File: config.mk
export PLATFORM = sky130hd
export DESIGN_NAME = inst_fetch_ctrl
export DESIGN_NICKNAME = d
export VERILOG_FILES = /design/src/rtl/inst_fetch_ctrl.sv
export SDC_FILE = /design/constraint.sdc
export NUM_CORES = 1
export LEC_CHECK = 0
export ABC_AREA = 1
export ABC_CLOCK_PERIOD_IN_PS = 3100
export BUFFER_PORTS_ARGS = -buffer_cell sky130_fd_sc_hd__clkbuf_2
export CAP_MARGIN = 20
export CELL_PAD_IN_SITES_DETAIL_PLACEMENT = 0
export CELL_PAD_IN_SITES_GLOBAL_PLACEMENT = 1
export CORE_AREA = 4 4 112 114
export CTS_BUF_LIST = sky130_fd_sc_hd__clkbuf_2
export CTS_CLUSTER_SIZE = 30
export DETAILED_ROUTE_END_ITERATION = 10
export DIE_AREA = 0 0 116 118
export GPL_TIMING_DRIVEN = 0
export HOLD_SLACK_MARGIN = 0.02
export PLACE_DENSITY_LB_ADDON = 0.1
export SLEW_MARGIN = 20
export SYNTH_ARGS = -nofsm -noshare
export SYNTH_HDL_FRONTEND = slang
export SYNTH_SLANG_ARGS = --single-unit
export TNS_END_PERCENT = 50
File: constraint.sdc
create_clock -name clk -period 3.1 [get_ports clk]
set_input_delay 0.62 -clock clk [delete_from_list [all_inputs] [get_ports clk]]
set_output_delay 0.62 -clock clk [all_outputs]
set_load 0.02 [all_outputs]
File: src/rtl/inst_fetch_ctrl.sv
// Fetch-stage PC/request controller: one outstanding instruction-bus read, 3 cycles per fetch on a zero-wait bus.
// Decode back-pressure (stallF) holds the presented instruction; redirects squash in-flight responses.
module inst_fetch_ctrl #(
   parameter logic [31:0] RESET_PC = 32'hBFC0_0000
) (
   input  logic        clk,
   input  logic        resetn,
   input  logic [31:0] pc_next,
   input  logic        redirectM,
   input  logic        stallF,
   output logic        inst_req,
   output logic [31:0] inst_addr,
   input  logic        inst_addr_ok,
   input  logic        inst_data_ok,
   input  logic [31:0] inst_rdata,
   output logic [31:0] pcF,
   output logic [31:0] pc_plus4F,
   output logic [31:0] instrF,
   output logic        instr_validF,
   output logic        adelF,
   output logic        fetch_busy
);

   typedef enum logic [2:0] {
      S_BOOT,
      S_REQ,
      S_WAIT,
      S_HOLD,
      S_DISCARD
   } state_t;

   state_t      state_q, state_d;
   logic [31:0] pc_q, pc_d;
   logic [31:0] instr_q, instr_d;
   logic        adel_q, adel_d;
   logic        pc_misal;

   assign pc_misal = (pc_q[1:0] != 2'b00);

   always_comb begin
      state_d = state_q;
      pc_d    = pc_q;
      instr_d = instr_q;
      adel_d  = adel_q;
      case (state_q)
         S_BOOT: begin
            state_d = S_REQ;
         end
         S_REQ: begin
            // A misaligned PC never reaches the bus; it is reported straight to decode.
            if (pc_misal) begin
               instr_d = 32'h0;
               adel_d  = 1'b1;
               state_d = S_HOLD;
            end else if (redirectM) begin
               pc_d    = pc_next;
               state_d = inst_addr_ok ? S_DISCARD : S_REQ;
            end else if (inst_addr_ok) begin
               state_d = S_WAIT;
            end
         end
         S_WAIT: begin
            if (redirectM) begin
               pc_d    = pc_next;
               state_d = inst_data_ok ? S_REQ : S_DISCARD;
            end else if (inst_data_ok) begin
               instr_d = inst_rdata;
               adel_d  = 1'b0;
               state_d = S_HOLD;
            end
         end
         S_DISCARD: begin
            if (redirectM) begin
               pc_d = pc_next;
            end
            if (inst_data_ok) begin
               state_d = S_REQ;
            end
         end
         S_HOLD: begin
            if (redirectM || !stallF) begin
               pc_d    = pc_next;
               state_d = S_REQ;
            end
         end
         default: begin
            state_d = S_BOOT;
         end
      endcase
   end

   always_ff @(posedge clk or negedge resetn) begin
      if (!resetn) begin
         state_q <= S_BOOT;
         pc_q    <= RESET_PC;
         instr_q <= 32'h0;
         adel_q  <= 1'b0;
      end else begin
         state_q <= state_d;
         pc_q    <= pc_d;
         instr_q <= instr_d;
         adel_q  <= adel_d;
      end
   end

   assign inst_req     = (state_q == S_REQ) && !pc_misal;
   assign inst_addr    = pc_q;
   assign pcF          = pc_q;
   assign pc_plus4F    = pc_q + 32'd4;
   assign instrF       = instr_q;
   assign adelF        = adel_q;
   assign instr_validF = (state_q == S_HOLD);
   assign fetch_busy   = (state_q == S_WAIT) || (state_q == S_DISCARD);

endmodule

==> run summary <==
The number of H-tree levels came out at 3. Data on the critical path is required at its endpoint by 2480 ps. The most used standard cell by instance count after synthesis is sky130_fd_sc_hd__nand2_1. The worst slack at placement came out at 757 ps. The top cell type's share of synthesized area came out at 0.371. Buffers placed on the I/O ports in this run total 201.

The number of gates resized after cts came out at 0. For this run, asynchronously set or reset flops after synthesis account for 1.00. The share of synthesized area occupied by flip-flops and latches is 0.430.

At the pin with the least slew margin, the transition time is 488 ps. The highest achievable clock rate is 0.346 GHz. The type of destination of the critical path is an output port. The clock reaches the later pin of the worst-skew pair after 500 ps.

The warning count from the yosys run came out at 0. sky130_fd_sc_hd__dfrtp_1 takes more of the synthesized area than any other cell. STA classifies the critical path startpoint as a register. For this run, the leading register cell type out of synthesis is sky130_fd_sc_hd__dfrtp_1. The area of the placeable core is 11400 um^2. The fill cell instance count of the final layout is 1220. The sequential cell area in the final layout came out at 1710 um^2. The via density per instance came out at 4.58. The starting DRC count in detailed routing is 148. met2 is the most crowded layer.

The finished cells cover 5370 um^2. Setup violations remaining at the end of the flow were counted as 0. The first global-routing pass estimated 19900 um of wire. For the worst setup path, the data arrival time is 2270 ps.

Of the cells placed in the final design, the portion with a size suffix greater than 1 is 0.383. The post-synthesis to final-layout area growth is 34.8%. The maximum buffer depth of the clock tree came out at 2. Setup repair after global routing could not meet its margin everywhere. Ranked by total cell area, the synthesized netlist is headed by sky130_fd_sc_hd__dfrtp_1 37%, sky130_fd_sc_hd__nand2_1 20%, sky130_fd_sc_hd__buf_4 7.5%. After synthesis, the largest family of logic cells by area is simple AND/OR/NAND/NOR gates. After detailed routing, the total wire length is 12500 um. The number of buffers created by CTS is 9. The number of placement rows is 39. The area of the mapped netlist came out at 3980 um^2. The initial standard-cell utilization of the core came out at 0.349. The count of mapped cells out of synthesis came out at 530. The power density normalized to cell area is 1230 nW/um^2. The standby leakage power came out at 3.07 nW. The tree built by TritonCTS fans out to 68 sinks. The overflow left after global routing came out at 0. In this run the clock root is driven by a sky130_fd_sc_hd__clkbuf_2.

The path type of the worst setup path is register to output port. Dividing the final minimum period by the clock period gives 0.932. The post-synth net total came out at 601. The average wire per standard cell came out at 14.0 um. The detailed-routing iteration count for the pre-antenna-repair pass came out at 4.

The post-synthesis sequential element count came out at 68. The vias after detailed routing came out at 4084. The area taken by multi-input logic gates is 1780 um^2. The area enclosed by the die boundary came out at 13700 um^2. The number of placed I/O pins came out at 202.

The fraction of the mapped netlist area in adder cells came out at 0.00314. Across all setup checks in the final design, the least slack found is 211 ps. The fraction of the mapped netlist area in simple logic gates is 0.371. The post-placement cell area is 5190 um^2. Yosys mapped a number of flops with a built-in enable equal to 0. The maximum fanout count along the critical path is 5. The worst voltage drop across the vdd grid came out at 0.477 mV. The via count of the first global-routing pass came out at 4020. In this run the mean area of a mapped cell was 7.51 um^2. The post-route minimum period came out at 2890 ps.

The count of distinct cell types in the synthesized netlist came out at 27. The clock-pin slew of the registers on the worst-case setup and hold paths came out at 220 ps. The met1 capacity usage during global routing came out at 0.218.

The compound-cell area share of the yosys netlist was 0.0132. The count of nets left with antenna violations once routing finished came out at 0. The number of hold-slack violations in the final timing report is 0.

The number of antenna violations at the first check in global routing was 0. The number of antenna diodes in the final layout is 0. The share of cell area taken by muxes after synthesis is 0. The weighted congestion at the end of routability-driven global placement is 0.829. By count the netlist is led by 209 x sky130_fd_sc_hd__nand2_1, 59 x sky130_fd_sc_hd__dfrtp_1, 50 x sky130_fd_sc_hd__nor2_1, 42 x sky130_fd_sc_hd__nand3_1, 40 x sky130_fd_sc_hd__buf_4. The total routing resource utilization after global routing came out at 0.181. The worst clock skew came out at 30.3 ps.

The number of pins with negative max-slew slack in the final report came out at 0. In the global route stage, met2 resource usage came out at 0.308. The maximum number of pins on one net before global-route repair came out at 43.

The worst slew margin relative to its limit came out at 0.672. Of the total synthesized cell area, the portion taken by XOR and XNOR cells is 0.0594. At the end of the flow, the number of nets in the layout was 815.

The flow ran to the end, and the final reports show no timing, DRC or antenna violations. TritonCTS built the clock tree. The fraction of met3 tracks used by global routing came out at 0.0638. After detailed routing, the number of remaining DRC violations is 0.

The height of the die is 118 um. The number of maximum-capacitance constraint violations came out at 0. The sum of net half-perimeters after detailed placement came out at 10000 um. The min-delay analysis places its worst path in the category input pin to register. The x dimension of the die is 116 um.
==> path summary, 6_finish.rpt <==
path                                               start                        end  slack, ps  cells after the start
worst max-delay path            inst_addr[3]$_DFFE_PN0P_              pc_plus4F[30]        210                      6
worst min-delay path                         pc_next[22]  inst_addr[22]$_DFFE_PN1P_        290                      3
worst max register to register  inst_addr[1]$_DFFE_PN0P_      instrF[1]$_DFFE_PN0P_       1400                      6
worst min register to register    instrF[11]$_DFFE_PN0P_     instrF[11]$_DFFE_PN0P_        510                      2
max in group asynchronous                         resetn  inst_addr[23]$_DFFE_PN1P_       1880                      3
min in group asynchronous                         resetn      instrF[1]$_DFFE_PN0P_        560                      2
==> power by group <==
part           internal (mW)  total (mW)  switching (mW)
clock network          0.353       0.706           0.353
logic                   1.44        4.01            2.57
registers               1.36        1.89           0.527
==> cell type report <==
type                       count  share of cell area
inverter                      28              0.0196
clock buffer                   9             0.00839
clock inverter                 7              0.0231
tap                          143              0.0333
sequential                    68               0.319
multi-input combinational    379               0.331
timing repair buffer         203               0.193
buffer                        55              0.0720
==> stage by stage <==
stage	cells	setup TNS, ps	hold slack [ps]	utilization	power (mW)
6_report	892	0	293	0.470	6.60
5_1_grt	892	-45.1	240	0.470	7.13
4_1_cts	892	0	221	0.470	6.72
3_5_place_dp	875	0	465	0.454	5.99
3_3_place_gp	874	0	458	0.452	5.95
2_1_floorplan	530	0	324	-	4.57
==> cell usage in the layout, fill, tap and decap left out, types with 6 or more instances in the layout <==
cell                       instances
sky130_fd_sc_hd__buf_2             6
sky130_fd_sc_hd__buf_4            40
sky130_fd_sc_hd__clkbuf_1          6
sky130_fd_sc_hd__xor2_1           21
sky130_fd_sc_hd__nand2_1         209
sky130_fd_sc_hd__nor2_1           50
sky130_fd_sc_hd__clkbuf_2        209
sky130_fd_sc_hd__nand3_1          42
sky130_fd_sc_hd__inv_1            25
sky130_fd_sc_hd__nand4_1          33
sky130_fd_sc_hd__dfstp_2           9
sky130_fd_sc_hd__xnor2_1           6
sky130_fd_sc_hd__dfrtp_1          59
==> worst max-delay path: stages (launching register included) <==
cell and delay [ps]:
sky130_fd_sc_hd__dfrtp_1 470, sky130_fd_sc_hd__ha_1 280, sky130_fd_sc_hd__nand3_1 200, sky130_fd_sc_hd__nor2_1 270, sky130_fd_sc_hd__nand2_1 100, sky130_fd_sc_hd__xor2_1 230
sky130_fd_sc_hd__clkbuf_2 220
==> cell families after synthesis <==
kind of cell | Yosys count
adders and majority gates | 1
and+or+nand+nor | 344
xor gates and xnor gates | 27
buffers and inverters | 83
DFF | 68
AOI/OAI and AO/OA | 7
==> repair_timing <==
| item | CTS | global route |
|---|---|---|
| hold endpoints to repair | 23 | 0 |
| hold buffers | 1 | 0 |
| endpoints found under the setup margin | 0 | 3 |
| setup buffers | 0 | 0 |
==> state kept, by name, indices dropped and copies added, names as in the netlist <==
| register | cells |
|---|---|
| adelF | 1 |
| inst_addr | 32 |
| instrF | 32 |
| state_q | 3 |
==> metal layers <==
layer	vias to the layer above	share of wire
met4	0	0.0098
li1	2084	-
met2	147	0.48
met3	12	0.097
met5	-	0
met1	1841	0.42
Power figures use the tool's default switching activity.
